[src/rtl/rv_rtype_sequencer_pkg.sv]
// Shared constants, ALU codes, decode helper and FSM state type for the
// R-type sequencer (package rv_ctrl_pkg).
package rv_ctrl_pkg;

    localparam logic [6:0] OP_RTYPE = 7'b0110011;
    localparam logic [6:0] F7_BASE  = 7'h00;
    localparam logic [6:0] F7_ALT   = 7'h20;

    localparam logic [3:0] ALU_AND = 4'b0000;
    localparam logic [3:0] ALU_OR  = 4'b0001;
    localparam logic [3:0] ALU_ADD = 4'b0010;
    localparam logic [3:0] ALU_SLL = 4'b0011;
    localparam logic [3:0] ALU_SUB = 4'b0100;
    localparam logic [3:0] ALU_SRL = 4'b0101;
    localparam logic [3:0] ALU_MUL = 4'b0110;
    localparam logic [3:0] ALU_XOR = 4'b0111;

    typedef enum logic [2:0] {
        S_IDLE   = 3'd0,
        S_DECODE = 3'd1,
        S_EXEC   = 3'd2,
        S_WB     = 3'd3,
        S_RESP   = 3'd4
    } state_e;

    typedef struct packed {
        logic       legal;
        logic [3:0] code;
    } alu_dec_t;

    // Maps a funct7/funct3 pair onto the ALU code; unknown pairs are flagged illegal.
    function automatic alu_dec_t decode_funct(input logic [6:0] f7, input logic [2:0] f3);
        alu_dec_t d;
        d.legal = 1'b1;
        d.code  = ALU_ADD;
        if (f7 == F7_ALT) begin
            if (f3 == 3'd0) begin
                d.code = ALU_SUB;
            end else begin
                d.legal = 1'b0;
            end
        end else if (f7 == F7_BASE) begin
            case (f3)
                3'd0:    d.code = ALU_ADD;
                3'd1:    d.code = ALU_SLL;
                3'd2:    d.code = ALU_MUL;
                3'd4:    d.code = ALU_XOR;
                3'd5:    d.code = ALU_SRL;
                3'd6:    d.code = ALU_OR;
                3'd7:    d.code = ALU_AND;
                default: d.legal = 1'b0;
            endcase
        end else begin
            d.legal = 1'b0;
        end
        return d;
    endfunction

    function automatic logic idx_in_range(input logic [4:0] idx, input int nregs);
        return (int'(idx) < nregs);
    endfunction

endpackage

[src/rtl/rv_rtype_sequencer_if.sv]
// Instruction and result valid/ready channels of the R-type sequencer.
interface rv_rtype_sequencer_if #(parameter int XLEN = 16);
    logic            instr_valid_i;
    logic            instr_ready_o;
    logic [31:0]     instr_i;
    logic            res_valid_o;
    logic            res_ready_i;
    logic [XLEN-1:0] res_data_o;
    logic [4:0]      res_rd_o;
    logic            res_illegal_o;

    modport slave (
        input  instr_valid_i, instr_i, res_ready_i,
        output instr_ready_o, res_valid_o, res_data_o, res_rd_o, res_illegal_o
    );

    modport master (
        output instr_valid_i, instr_i, res_ready_i,
        input  instr_ready_o, res_valid_o, res_data_o, res_rd_o, res_illegal_o
    );
endinterface

[src/rtl/rv_rtype_sequencer_alu.sv]
// Combinational ALU for the R-type sequencer: wrapping arithmetic, logical shifts.
module rv_alu
    import rv_ctrl_pkg::*;
#(
    parameter int XLEN = 16
) (
    input  logic [3:0]      alu_code_i,
    input  logic [XLEN-1:0] a_i,
    input  logic [XLEN-1:0] b_i,
    output logic [XLEN-1:0] y_o
);
    localparam int SW = $clog2(XLEN);

    // Result select; MUL keeps only the low XLEN bits of the product.
    always_comb begin
        y_o = '0;
        case (alu_code_i)
            ALU_AND: y_o = a_i & b_i;
            ALU_OR:  y_o = a_i | b_i;
            ALU_ADD: y_o = a_i + b_i;
            ALU_SLL: y_o = a_i << b_i[SW-1:0];
            ALU_SUB: y_o = a_i - b_i;
            ALU_SRL: y_o = a_i >> b_i[SW-1:0];
            ALU_MUL: y_o = a_i * b_i;
            ALU_XOR: y_o = a_i ^ b_i;
            default: y_o = '0;
        endcase
    end
endmodule

[src/rtl/rv_rtype_sequencer.sv]
// Multi-cycle R-type sequencer: FSM, local register file and result handshake.
// Optional macro PERF_CNT_EN adds retired/illegal handshake counters.
module rv_rtype_sequencer
    import rv_ctrl_pkg::*;
#(
    parameter int XLEN  = 16,
    parameter int NREGS = 8
) (
    input  logic                     wb_clk_i,
    input  logic                     wb_rst_ni,
    rv_rtype_sequencer_if.slave      bus,
    input  logic [$clog2(NREGS)-1:0] dbg_addr_i,
    output logic [XLEN-1:0]          dbg_data_o
`ifdef PERF_CNT_EN
    ,
    output logic [15:0]              retired_cnt_o,
    output logic [15:0]              illegal_cnt_o
`endif
);
    localparam int AW = $clog2(NREGS);

    state_e                      state_q, state_d;
    logic [31:0]                 instr_q, instr_d;
    logic [3:0]                  code_q, code_d;
    logic [XLEN-1:0]             res_data_q, res_data_d;
    logic [4:0]                  res_rd_q, res_rd_d;
    logic                        res_illegal_q, res_illegal_d;
    logic                        res_valid_q, res_valid_d;
    logic                        ready_q, ready_d;
    logic [NREGS-1:0][XLEN-1:0]  rf_q, rf_d;

    logic [4:0]      rs1_s, rs2_s, rd_s;
    alu_dec_t        dec_s;
    logic            legal_s;
    logic [XLEN-1:0] alu_y_s;
    logic            res_hs_s;

    assign rs1_s   = instr_q[19:15];
    assign rs2_s   = instr_q[24:20];
    assign rd_s    = instr_q[11:7];
    assign dec_s   = decode_funct(instr_q[31:25], instr_q[14:12]);
    assign legal_s = dec_s.legal && (instr_q[6:0] == OP_RTYPE) &&
                     idx_in_range(rs1_s, NREGS) && idx_in_range(rs2_s, NREGS) &&
                     idx_in_range(rd_s, NREGS);
    assign res_hs_s = res_valid_q && bus.res_ready_i;

    rv_alu #(.XLEN(XLEN)) u_alu (
        .alu_code_i (code_q),
        .a_i        (rf_q[rs1_s[AW-1:0]]),
        .b_i        (rf_q[rs2_s[AW-1:0]]),
        .y_o        (alu_y_s)
    );

    // Next-state, datapath capture and register-file write for one instruction at a time.
    always_comb begin
        state_d       = state_q;
        instr_d       = instr_q;
        code_d        = code_q;
        res_data_d    = res_data_q;
        res_rd_d      = res_rd_q;
        res_illegal_d = res_illegal_q;
        rf_d          = rf_q;
        case (state_q)
            S_IDLE: begin
                if (ready_q && bus.instr_valid_i) begin
                    instr_d = bus.instr_i;
                    state_d = S_DECODE;
                end else begin
                    state_d = S_IDLE;
                end
            end
            S_DECODE: begin
                code_d   = dec_s.code;
                res_rd_d = rd_s;
                if (legal_s) begin
                    res_illegal_d = 1'b0;
                    state_d       = S_EXEC;
                end else begin
                    res_illegal_d = 1'b1;
                    res_data_d    = '0;
                    state_d       = S_RESP;
                end
            end
            S_EXEC: begin
                res_data_d = alu_y_s;
                state_d    = S_WB;
            end
            S_WB: begin
                if (rd_s != 5'd0) begin
                    rf_d[rd_s[AW-1:0]] = res_data_q;
                end else begin
                    rf_d = rf_q;
                end
                state_d = S_RESP;
            end
            S_RESP: begin
                if (res_hs_s) begin
                    state_d = S_IDLE;
                end else begin
                    state_d = S_RESP;
                end
            end
            default: state_d = S_IDLE;
        endcase
        // Handshake flags are registered so both channels are driven straight from flops.
        ready_d     = (state_d == S_IDLE);
        res_valid_d = (state_d == S_RESP);
    end

    // State, datapath and register-file flops.
    always_ff @(posedge wb_clk_i or negedge wb_rst_ni) begin
        if (!wb_rst_ni) begin
            state_q       <= S_IDLE;
            instr_q       <= 32'd0;
            code_q        <= 4'd0;
            res_data_q    <= '0;
            res_rd_q      <= 5'd0;
            res_illegal_q <= 1'b0;
            res_valid_q   <= 1'b0;
            ready_q       <= 1'b0;
            rf_q          <= '0;
        end else begin
            state_q       <= state_d;
            instr_q       <= instr_d;
            code_q        <= code_d;
            res_data_q    <= res_data_d;
            res_rd_q      <= res_rd_d;
            res_illegal_q <= res_illegal_d;
            res_valid_q   <= res_valid_d;
            ready_q       <= ready_d;
            rf_q          <= rf_d;
        end
    end

    assign bus.instr_ready_o = ready_q;
    assign bus.res_valid_o   = res_valid_q;
    assign bus.res_data_o    = res_data_q;
    assign bus.res_rd_o      = res_rd_q;
    assign bus.res_illegal_o = res_illegal_q;
    assign dbg_data_o        = rf_q[dbg_addr_i];

`ifdef PERF_CNT_EN
    logic [15:0] retired_q, retired_d;
    logic [15:0] illegal_q, illegal_d;

    // Count result handshakes by kind; both wrap naturally at 16 bits.
    always_comb begin
        retired_d = retired_q;
        illegal_d = illegal_q;
        if (res_hs_s) begin
            if (res_illegal_q) begin
                illegal_d = illegal_q + 16'd1;
            end else begin
                retired_d = retired_q + 16'd1;
            end
        end else begin
            retired_d = retired_q;
            illegal_d = illegal_q;
        end
    end

    // Counter flops.
    always_ff @(posedge wb_clk_i or negedge wb_rst_ni) begin
        if (!wb_rst_ni) begin
            retired_q <= 16'd0;
            illegal_q <= 16'd0;
        end else begin
            retired_q <= retired_d;
            illegal_q <= illegal_d;
        end
    end

    assign retired_cnt_o = retired_q;
    assign illegal_cnt_o = illegal_q;
`endif

endmodule

[src/flat_wrapper.sv]
// flat-port wrapper written by rule: the top's interface ports become plain ports
module rv_rtype_sequencer_flat import rv_ctrl_pkg::*;
#(
    parameter int XLEN  = 16,
    parameter int NREGS = 8
)
  (wb_clk_i, wb_rst_ni, dbg_addr_i, dbg_data_o, bus_instr_valid_i, bus_instr_i, bus_res_ready_i, bus_instr_ready_o, bus_res_valid_o, bus_res_data_o, bus_res_rd_o, bus_res_illegal_o);
  rv_rtype_sequencer_if #(.XLEN(XLEN)) bus_i ();
  input  logic wb_clk_i;
  input  logic wb_rst_ni;
  input  logic [$clog2(NREGS)-1:0] dbg_addr_i;
  output logic [XLEN-1:0] dbg_data_o;
  input wire logic [$bits(bus_i.instr_valid_i)-1:0] bus_instr_valid_i;
  input wire logic [$bits(bus_i.instr_i)-1:0] bus_instr_i;
  input wire logic [$bits(bus_i.res_ready_i)-1:0] bus_res_ready_i;
  output wire logic [$bits(bus_i.instr_ready_o)-1:0] bus_instr_ready_o;
  output wire logic [$bits(bus_i.res_valid_o)-1:0] bus_res_valid_o;
  output wire logic [$bits(bus_i.res_data_o)-1:0] bus_res_data_o;
  output wire logic [$bits(bus_i.res_rd_o)-1:0] bus_res_rd_o;
  output wire logic [$bits(bus_i.res_illegal_o)-1:0] bus_res_illegal_o;
  assign bus_i.instr_valid_i = bus_instr_valid_i;
  assign bus_i.instr_i = bus_instr_i;
  assign bus_i.res_ready_i = bus_res_ready_i;
  assign bus_instr_ready_o = bus_i.instr_ready_o;
  assign bus_res_valid_o = bus_i.res_valid_o;
  assign bus_res_data_o = bus_i.res_data_o;
  assign bus_res_rd_o = bus_i.res_rd_o;
  assign bus_res_illegal_o = bus_i.res_illegal_o;
  rv_rtype_sequencer #(.XLEN(XLEN), .NREGS(NREGS)) u_core (.wb_clk_i(wb_clk_i), .wb_rst_ni(wb_rst_ni), .bus(bus_i), .dbg_addr_i(dbg_addr_i), .dbg_data_o(dbg_data_o));
endmodule
[config.mk]
export PLATFORM = sky130hd
export DESIGN_NAME = rv_rtype_sequencer_flat
export DESIGN_NICKNAME = d
export VERILOG_FILES = /design/src/rtl/rv_rtype_sequencer_pkg.sv /design/src/rtl/rv_rtype_sequencer_if.sv /design/src/rtl/rv_rtype_sequencer_alu.sv /design/src/rtl/rv_rtype_sequencer.sv /design/src/flat_wrapper.sv
export SDC_FILE = /design/constraint.sdc
export NUM_CORES = 1
export LEC_CHECK = 0
export BUFFER_PORTS_ARGS = -buffer_cell sky130_fd_sc_hd__buf_2
export CAP_MARGIN = 10
export CORE_MARGIN = 2
export CORE_UTILIZATION = 55
export CTS_BUF_LIST = sky130_fd_sc_hd__clkbuf_4 sky130_fd_sc_hd__clkbuf_8
export CTS_CLUSTER_SIZE = 12
export DETAILED_ROUTE_END_ITERATION = 8
export HOLD_SLACK_MARGIN = 0.06
export PLACE_DENSITY = 0.73
export SLEW_MARGIN = 20
export SYNTH_ARGS = -nofsm -noshare
export SYNTH_HDL_FRONTEND = slang
export SYNTH_SLANG_ARGS = --single-unit
export TNS_END_PERCENT = 5
[constraint.sdc]
create_clock -name wb_clk_i -period 17.2 [get_ports wb_clk_i]
set_input_delay 0 -clock wb_clk_i [delete_from_list [all_inputs] [get_ports wb_clk_i]]
set_output_delay 0 -clock wb_clk_i [all_outputs]
set_load 0.02 [all_outputs]
==> results of run 1 <==
==> through the flow <==
step | worst slack [ps] | power, uW | hold WS [ps] | instances | utilization (%)
after floorplan | 9380 | 924 | -296 | 1611 | -
after global placement | 9210 | 1030 | 197 | 2028 | 58.3
after detailed placement | 8950 | 1040 | 211 | 2028 | 58.3
after CTS | 8910 | 1340 | 248 | 2095 | 60.7
after global routing | 8740 | 1400 | 268 | 2095 | 60.7
final | 9120 | 1340 | 236 | 2095 | 60.7
==> synth_stat cells, drive strengths merged (4+ instances only) <==
master  count
and2        4
a21o        8
inv       160
o22ai       6
a21oi      58
nand3      27
fa         81
xor2       11
mux4       95
dfrtp     190
a31oi       4
nand4       4
nand2b      5
mux2i      45
a222oi      6
mux2      182
nand2     142
a221oi     10
and3        7
o21ai      56
nor2      155
buf        27
nor2b      11
xnor2      54
o211ai      6
nor4        5
a211oi     12
o21bai      6
nor3       13
ha         98
clkbuf     67
o31ai       8
==> metal layers <==
layer	GRT usage, %	part of all wire (%)
met1	40.9	40
met2	51.5	48
met3	4.64	7.2
met4	14.9	4.8
met5	0	0
==> flip-flops by register name, summed over array words and instances (netlist names) <==
| name | cells |
|---|---|
| u_core.rf_q | 128 |
| u_core.instr_q | 32 |
| u_core.bus.res_data_o | 16 |
| u_core.bus.res_rd_o | 5 |
| u_core.code_q | 3 |
| u_core.state_q | 3 |
| u_core.bus.instr_ready_o | 1 |
| u_core.bus.res_illegal_o | 1 |
| u_core.bus.res_valid_o | 1 |
==> what timing repair did <==
item | CTS | global route
hold buffers | 35 | 0
hold endpoints to repair | 151 | 0
gates resized for setup | 0 | 0
==> area by class of cell <==
class | count | area (sq um)
well taps | 396 | 495
multi-input cells | 1166 | 11300
clock inverters | 14 | 136
repair buffers | 150 | 1030
flip-flops and latches | 190 | 4760
fillers | 2472 | 12000
inverters | 161 | 607
clock buffers | 18 | 241
==> report_power, final <==
| part | internal [uW] | switching, uW | leakage (uW) |
|---|---|---|---|
| logic | 220 | 248 | 0.00596 |
| registers | 496 | 82.9 | 0.00256 |
| clock network | 119 | 171 | 0.000183 |
==> worst max path at each step <==
stage,start,end,slack [ps],cells after the start
floorplan,u_core.instr_q[21],u_core.bus.res_data_o[15],9380,29
global placement,u_core.instr_q[21],u_core.bus.res_data_o[15],9210,23
detailed placement,u_core.instr_q[21],u_core.bus.res_data_o[15],8950,24
CTS,u_core.instr_q[21],u_core.bus.res_data_o[15],8910,24
global route,u_core.instr_q[21],u_core.bus.res_data_o[15],8740,24
finish,u_core.instr_q[21],u_core.bus.res_data_o[15],9120,24
==> cell families after synthesis <==
kind of cell | after synthesis | synth area share [%]
adders and majority gates | 179 | 16.8
AOI/OAI and AO/OA | 213 | 8.09
DFF | 190 | 28.0
and+or+nand+nor | 385 | 9.64
xor gates and xnor gates | 67 | 3.71
muxes | 322 | 27.8
buffers and inverters | 255 | 5.97
==> flow_summary.json, run 1 <==
{
  "status": "finished clean",
  "ys_ff_latch": 190,
  "yosysTopAreaCell": "dfrtp_1",
  "vias": 13400,
  "finalHoldViolCount": 0,
  "portBuffers": 78,
  "ant_nets": 0,
  "p_leak_uw": 0.00870,
  "ys_seq_area_share_pct": 28.0,
  "worst_path_most_repeated_cell": "fa_1",
  "clock_path_buffers": 2,
  "rrSetupSlack_ps": 9120,
  "min_period_ps": 8080,
  "ys.flop_type": "dfrtp_1",
  "start_util_pct": 55.6,
  "setup_violations": 0,
  "clock_sinks": 190,
  "die_h_um": 180,
  "cts_tree": "built",
  "synth_fp_nets": 1829,
  "fin_nets": 1904,
  "path_max_fanout": 43,
  "yosys-top-cells-area": "dfrtp_1, mux4_2, mux2_2, fa_1, ha_1",
  "insertion_delay_ps": 490,
  "wl_um": 49600,
  "maxSlewHeadroom_pct": 27.7,
  "reg2reg_depth": 24,
  "overflow": 0,
  "clkSlewWorstSetupHoldPaths_ps": 110,
  "dieWidth_um": 180,
  "syn-cell-area_sq_um": 17000,
  "rsz0062_at_grt": "false",
  "dp_hpwl_um": 35000,
  "skew_ps": 13.3,
  "drive_gt1_share_pct": 26.8,
  "wl_per_cell_um": 23.7,
  "route.detailed.drc": 0,
  "tns_ps": 0,
  "grt_pass1_vias": 13800,
  "path_class": "reg -> reg",
  "most-common-layout-cells": "dfrtp_1, mux2_2, nor2_1, inv_1, nand2_1",
  "grt_max_degree": 117,
  "io_pins": 79,
  "period_share_pct": 47.0,
  "final_area_sq_um": 18500,
  "path_cells": "mux4_2 -> nand2_1 -> o21a_1 -> buf_4 -> inv_2 -> nand2_1 -> fa_1 -> fa_1 -> inv_1 -> fa_1 -> fa_1 -> inv_1 -> fa_1 -> fa_1 -> xor2_1 -> xnor2_1 -> xnor2_1 -> xnor2_1 -> xnor2_1 -> xnor3_1 -> xnor3_1 -> xnor2_1 -> a2111oi_1 -> a21oi_1",
  "synth_edf_count": 0,
  "gp_congestion": 0.996,
  "die_area_sq_um": 32300,
  "coreArea_sq_um": 30500,
  "num_antenna_cells": 0,
  "track_usage_pct": 31.3,
  "slew_viol_final": 0,
  "async_flop_share_pct": 100,
  "clockRootBuffer": "clkbuf_8",
  "grt_pass1_wl_um": 78300,
  "cp_top_family": "adder cells",
  "maxCapViolCount": 0,
  "synth_top_area_share_pct": 28.0,
  "cp.arrival_ps": 8440,
  "yosysUniqueCellTypes": 73,
  "powerDensity_nw_per_um2": 72.1,
  "post-cts-setup-buffer-count": 0,
  "drtIter0Drc": 1495,
  "tightest_slew_ps": 1080,
  "cp-end-kind": "register",
  "htree_levels": 4,
  "rows": 64,
  "vdd_ir_drop_max_v": 0.0000680,
  "antenna_found_initial": 0,
  "yosysWarnings": 0,
  "max_stage_delay_ps": 880,
  "critPathSlowestCell": "dfrtp_4",
  "synthCells": 1611,
  "r2r_end": "u_core.bus.res_data_o[15]",
  "numCtsBuffers": 17,
  "critPathRequiredTime_ps": 17550,
  "mostFrequentLayoutCell": "dfrtp_1",
  "dpl-instance-area_sq_um": 17800,
  "via_per_inst": 6.41,
  "area_growth_pct": 9.11,
  "min-delay-path-class": "in -> async",
  "maxClockFrequency_ghz": 0.124,
  "cp.buffers_inverters": 4,
  "r2r-start": "u_core.instr_q[21]",
  "post_synth.cell_area_avg_sq_um": 10.5,
  "drt-pass1-iter-count": 6,
  "setup.worst_path.start_class": "register"
}
(Power assumes the default switching activity.)
==> run 2, diff against run 1 <==
--- a/config.mk
+++ b/config.mk
@@ -5,6 +5,7 @@
 export SDC_FILE = /design/constraint.sdc
 export NUM_CORES = 1
 export LEC_CHECK = 0
+export ABC_AREA = 1
 export BUFFER_PORTS_ARGS = -buffer_cell sky130_fd_sc_hd__buf_2
 export CAP_MARGIN = 10
 export CORE_MARGIN = 2
@@ -13,7 +14,7 @@
 export CTS_CLUSTER_SIZE = 12
 export DETAILED_ROUTE_END_ITERATION = 8
 export HOLD_SLACK_MARGIN = 0.06
-export PLACE_DENSITY = 0.73
+export PLACE_DENSITY = 0.72
 export SLEW_MARGIN = 20
 export SYNTH_ARGS = -nofsm -noshare
 export SYNTH_HDL_FRONTEND = slang
==> constraint.sdc (replaced) <==
create_clock -name wb_clk_i -period 7.79 [get_ports wb_clk_i]
set_input_delay 0 -clock wb_clk_i [delete_from_list [all_inputs] [get_ports wb_clk_i]]
set_output_delay 0 -clock wb_clk_i [all_outputs]
set_load 0.02 [all_outputs]
==> run 2 against run 1 <==
  * Clock skew is 17 ps higher
  * Via count grew 39%
  * Highest routed layer unchanged
  * Cell count up 51%
  * Synthesized area up 6.0%
  * Core utilization down 1.1 points
  * Worst hold slack got worse by 110 ps
  * Sequential share of layout area fell by 1.1 points
  * Worst setup slack worse by 8600 ps
  * Wire length up 27%
  * Flip-flop and latch count unchanged
==> flow_summary.json, run 2 <==
{
  "min_period_ps": 7290,
  "worst_path_most_repeated_cell": "nand2_1",
  "rsz0062_at_grt": "false",
  "synth_edf_count": 0,
  "status": "finished clean",
  "setup.worst_path.start_class": "register",
  "clock_sinks": 190,
  "ys_ff_latch": 190,
  "critPathRequiredTime_ps": 8170,
  "skew_ps": 30.7,
  "insertion_delay_ps": 550,
  "portBuffers": 78,
  "r2r-start": "u_core.instr_q[20]",
  "num_antenna_cells": 0,
  "min-delay-path-class": "in -> reg",
  "track_usage_pct": 37.8,
  "ant_nets": 0,
  "ys_seq_area_share_pct": 26.4,
  "antenna_found_initial": 0,
  "cts_tree": "built",
  "grt_max_degree": 113,
  "area_growth_pct": 7.30,
  "dp_cells": 3107,
  "largest_reg_flops": 128,
  "fill_cells": 3169,
  "grt_pass1_wl_um": 98600,
  "post_synth.cell_area_avg_sq_um": 6.70,
  "r2r_end": "u_core.bus.res_data_o[12]",
  "clock_path_buffers": 2,
  "drtIter0Drc": 2289,
  "coreArea_sq_um": 32400,
  "fin_nets": 2936,
  "synth_top_area_share_pct": 26.4,
  "yosysWarnings": 0,
  "tns_ps": 0,
  "syn-cell-area_sq_um": 18000,
  "yosysUniqueCellTypes": 50,
  "dp_hpwl_um": 44500,
  "dieWidth_um": 185,
  "period_share_pct": 93.6,
  "synth_fp_nets": 2902,
  "setup_violations": 0,
  "cp.arrival_ps": 7670,
  "worstHoldStart": "bus_instr_valid_i",
  "drive_gt1_share_pct": 7.73,
  "synth.most_common_cell": "nand2_1",
  "io_pins": 79,
  "drt-pass1-iter-count": 8,
  "slew_viol_final": 0,
  "regMostFlops": "u_core.rf_q",
  "rows": 66,
  "cp-end-kind": "register",
  "start_util_pct": 55.6,
  "critPathSlowestCell": "buf_4",
  "overflow": 0,
  "path_class": "reg -> reg",
  "multi_input_area_sq_um": 11200,
  "worstSetupStartpoint": "u_core.instr_q[20]",
  "wl_per_cell_um": 19.8,
  "route.detailed.drc": 0,
  "htree_levels": 4,
  "reg2reg_depth": 31,
  "clockRootBuffer": "clkbuf_8",
  "maxCapViolCount": 0,
  "yosys-top-cells-area": "dfrtp_1, nand2_1, fa_1, inv_1, o21ai_0",
  "post-cts-setup-buffer-count": 0,
  "grt_pass1_vias": 17600,
  "finalHoldViolCount": 0,
  "yosysTopAreaCell": "dfrtp_1",
  "rrSetupSlack_ps": 500,
  "final-seq-area_sq_um": 4760,
  "gp_congestion": 1.01,
  "maxClockFrequency_ghz": 0.137,
  "tightest_slew_ps": 961,
  "finalNonFillerCells": 3173,
  "path_max_fanout": 79,
  "maxSlewHeadroom_pct": 35.9,
  "mostFrequentLayoutCell": "nand2_1",
  "max_stage_delay_ps": 650,
  "synthCells": 2684,
  "numCtsBuffers": 17,
  "fin_util_pct": 59.6,
  "most-common-layout-cells": "nand2_1, inv_1, o21ai_0, nand3_1, dfrtp_1",
  "ys.flop_type": "dfrtp_1",
  "endpoint": "u_core.bus.res_data_o[12]",
  "synth_common_cells": "nand2_1, inv_1, o21ai_0, nand3_1, dfrtp_1",
  "async_flop_share_pct": 100,
  "vias": 18600,
  "clkSlewWorstSetupHoldPaths_ps": 110,
  "die_area_sq_um": 34200,
  "wl_um": 63000,
  "via_per_inst": 5.87,
  "die_h_um": 185
}
==> run 2: area by class of cell <==
| type | count | area share [%] |
|---|---|---|
| sequential | 190 | 24.6 |
| clock buffer | 19 | 1.29 |
| multi-input combinational | 1990 | 57.9 |
| tap | 442 | 2.86 |
| clock inverter | 13 | 0.765 |
| timing repair buffer | 152 | 5.41 |
| inverter | 367 | 7.17 |
==> run 2: worst max-delay path, delay by kind of cell (launching register included) <==
kind                       cells  cell delay, ps
and+or+nand+nor               11            1090
DFF                            1             400
AOI/OAI and AO/OA              6            1250
adders and majority gates      7            2960
buffers and inverters          7            1370
==> run 2: worst min-delay path by stage <==
stage | endpoint | slack, ps | cells past startpoint
after floorplan | u_core.bus.instr_ready_o | -300 | 0
after global placement | u_core.rf_q[47] | 170 | 1
after detailed placement | u_core.rf_q[47] | 190 | 1
after CTS | u_core.instr_q[27] | 80 | 6
after global routing | u_core.instr_q[27] | 150 | 6
final | u_core.instr_q[10] | 120 | 6
==> run 2: metal layers <==
layer	vias to the layer above	global-route usage (%)	wire, um
met4	0	16.5	2820
li1	8638	-	-
met1	8806	53.1	26500
met3	153	7.02	6640
met2	1040	56.8	27000
met5	-	0	0
==> run 2: metrics by stage <==
stage | area, sq um | hold WS [ps] | worst slack (ps)
finish | 19300 | 125 | 499
global route | 19300 | 146 | 185
CTS | 19300 | 83.1 | 691
detailed placement | 18600 | 189 | 742
global placement | 18600 | 170 | 900
floorplan | 18000 | -296 | 1640
==> run 2: kinds of logic (layout without fill, tap and decap cells) <==
logic type      Yosys count  count (layout)  synth area share, %
xor+xnor                 25              25                 1.22
flops                   190             190                 26.4
buf+inv                 504             551                 11.6
fa+ha+maj               179             179                 15.8
simple gates           1275            1275                 29.0
compound gates          511             511                 15.9
==> run 2: timing repair <==
| action | 4_1_cts | 5_1_grt |
|---|---|---|
| endpoints found under the hold margin | 146 | 0 |
| resized for setup | 0 | 0 |
| setup endpoints to repair | 0 | 0 |
| hold buffers | 34 | 0 |
Power of run 2 is not shown: default switching activity piles up to over one toggle a cycle in this logic, so the estimate is an artifact.
==> run 3, diff against run 2 <==
--- a/config.mk
+++ b/config.mk
@@ -5,7 +5,6 @@
 export SDC_FILE = /design/constraint.sdc
 export NUM_CORES = 1
 export LEC_CHECK = 0
-export ABC_AREA = 1
 export BUFFER_PORTS_ARGS = -buffer_cell sky130_fd_sc_hd__buf_2
 export CAP_MARGIN = 10
 export CORE_MARGIN = 2
@@ -14,7 +13,7 @@
 export CTS_CLUSTER_SIZE = 12
 export DETAILED_ROUTE_END_ITERATION = 8
 export HOLD_SLACK_MARGIN = 0.06
-export PLACE_DENSITY = 0.72
+export PLACE_DENSITY = 0.73
 export SLEW_MARGIN = 20
 export SYNTH_ARGS = -nofsm -noshare
 export SYNTH_HDL_FRONTEND = slang
==> run 3 against run 2 <==
  * Worst setup slack got worse by 120 ps
  * Cell area fell by 2.8%
  * Core utilization is 1.8 points higher
  * Largest cell class unchanged
==> flow_summary.json, run 3 (synthesis gave the netlist of run 1 again) <==
{
  "status": "finished clean",
  "cp.arrival_ps": 7790,
  "area_growth_pct": 10.5,
  "clockRootBuffer": "clkbuf_8",
  "mostFrequentLayoutCell": "dfrtp_1",
  "most-common-layout-cells": "dfrtp_1, mux2_2, nor2_1, inv_1, nand2_1",
  "portBuffers": 78,
  "route.detailed.drc": 0,
  "clkSlewWorstSetupHoldPaths_ps": 110,
  "rsz0062_at_grt": "false",
  "track_usage_pct": 32.4,
  "cp_top_family": "adder cells",
  "min_period_ps": 7410,
  "regMostFlops": "u_core.rf_q",
  "finalHoldViolCount": 0,
  "vdd_ir_drop_max_v": 0.000278,
  "die_h_um": 180,
  "grt_pass1_vias": 13900,
  "antenna_found_initial": 1,
  "htree_levels": 4,
  "drive_gt1_share_pct": 27.6,
  "fill_cells": 2478,
  "cp-end-kind": "register",
  "largest_reg_flops": 128,
  "die_area_sq_um": 32300,
  "setup_violations": 0,
  "wl_um": 51400,
  "clock_sinks": 190,
  "rows": 64,
  "tightest_slew_ps": 1150,
  "num_antenna_cells": 0,
  "grt_max_degree": 119,
  "path_max_fanout": 18,
  "tns_ps": 0,
  "critPathSlowestCell": "dfrtp_2",
  "clock_path_buffers": 2,
  "cts_tree": "built",
  "drt-pass1-iter-count": 7,
  "max_stage_delay_ps": 750,
  "vias": 13600,
  "dp_hpwl_um": 37300,
  "maxSlewHeadroom_pct": 23.3,
  "period_share_pct": 95.1,
  "insertion_delay_ps": 490,
  "drtIter0Drc": 1451,
  "numCtsBuffers": 17,
  "gp_congestion": 1.06,
  "ant_nets": 0,
  "coreArea_sq_um": 30500,
  "setup.worst_path.start_class": "register",
  "wl_per_cell_um": 24.3,
  "path_cells": "buf_4 -> mux4_1 -> mux2i_4 -> inv_4 -> ha_1 -> fa_1 -> inv_1 -> fa_1 -> inv_1 -> ha_1 -> fa_1 -> fa_1 -> inv_1 -> fa_1 -> inv_1 -> ha_1 -> inv_1 -> o31ai_1 -> a41oi_1 -> a21oi_1 -> xnor2_1 -> a2111oi_1 -> a21oi_1",
  "powerDensity_nw_per_um2": 166,
  "post-cts-setup-buffer-count": 0,
  "grt_pass1_wl_um": 80800,
  "io_pins": 79,
  "slew_viol_final": 0,
  "fin_nets": 1923,
  "fin_util_pct": 61.5,
  "via_per_inst": 6.44,
  "start_util_pct": 55.6,
  "maxClockFrequency_ghz": 0.135,
  "min-delay-path-class": "in -> async",
  "overflow": 0,
  "cp.buffers_inverters": 7,
  "dieWidth_um": 180,
  "maxCapViolCount": 0,
  "path_class": "reg -> reg",
  "critPathRequiredTime_ps": 8160,
  "p_leak_uw": 0.00884,
  "skew_ps": 15.1
}
## run 3: changes by cell type in the layout (fill, tap and decap cells not counted), moves of 27 or more
cell / delta
a21oi_1: -42
nor2_1: +27
mux4_2: +91
o21ai_0: -227
mux2i_1: +36
mux2_2: +181
xnor2_1: +45
nand2_1: -749
inv_1: -203
nand3_1: -162
## run 3: path summary, 6_finish.rpt
path                       cells after the start  slack, ps              startpoint                   endpoint
setup reg to reg                              23        380      u_core.instr_q[16]  u_core.bus.res_data_o[15]
max in group asynchronous                      3       6030               wb_rst_ni            u_core.rf_q[89]
min in group wb_clk_i                          3        270         bus_instr_i[27]         u_core.instr_q[27]
hold / removal                                 2        200               wb_rst_ni            u_core.rf_q[33]
setup / recovery                              23        380      u_core.instr_q[16]  u_core.bus.res_data_o[15]
hold reg to reg                                2        480  u_core.bus.res_rd_o[4]     u_core.bus.res_rd_o[4]
## run 3: power by group
group	total (uW)	internal, uW	leakage, uW	switching [uW]
Clock	734	365	0.000219	369
Sequential	1280	1090	0.00256	187
Combinational	1090	526	0.00606	569
Total	3110	1980	0.00884	1120
## run 3: layout make-up
cell class,instances,area [sq um],area share [%]
Multi-Input combinational cell,1166,11300,60.0
Inverter,161,607,3.24
Clock buffer,22,303,1.61
Clock inverter,10,148,0.787
Sequential cell,190,4760,25.4
Tap cell,396,495,2.64
Timing Repair Buffer,169,1190,6.37
## run 3: metrics by stage
| stage | std cells | worst slack, ps | hold slack, ps | power [uW] | instance area [sq um] |
|---|---|---|---|---|---|
| after global placement | 2047 | 569 | 211 | 2320 | 18000 |
| after CTS | 2114 | 420 | 243 | 3090 | 18800 |
| after floorplan | 1611 | 93.8 | -296 | 2040 | 17000 |
| after global routing | 2114 | 1.58 | 272 | 3240 | 18800 |
| final | 2114 | 379 | 198 | 3110 | 18800 |
| after detailed placement | 2047 | 424 | 206 | 2350 | 18000 |
## run 3: per-layer routing
| metal | GRT usage, % | up-vias | part of all wire (%) | routed length, um |
|---|---|---|---|---|
| li1 | - | 5850 | - | - |
| met1 | 43.2 | 6942 | 40 | 20500 |
| met2 | 51.6 | 667 | 47 | 24400 |
| met3 | 5.35 | 158 | 7.8 | 4000 |
| met4 | 16.7 | 2 | 4.9 | 2500 |
| met5 | 0 | - | 0.014 | 7 |
## run 3: repair_timing
action	CTS	global route
hold buffers	35	0
gates resized for setup	0	0
endpoints found under the hold margin	153	0
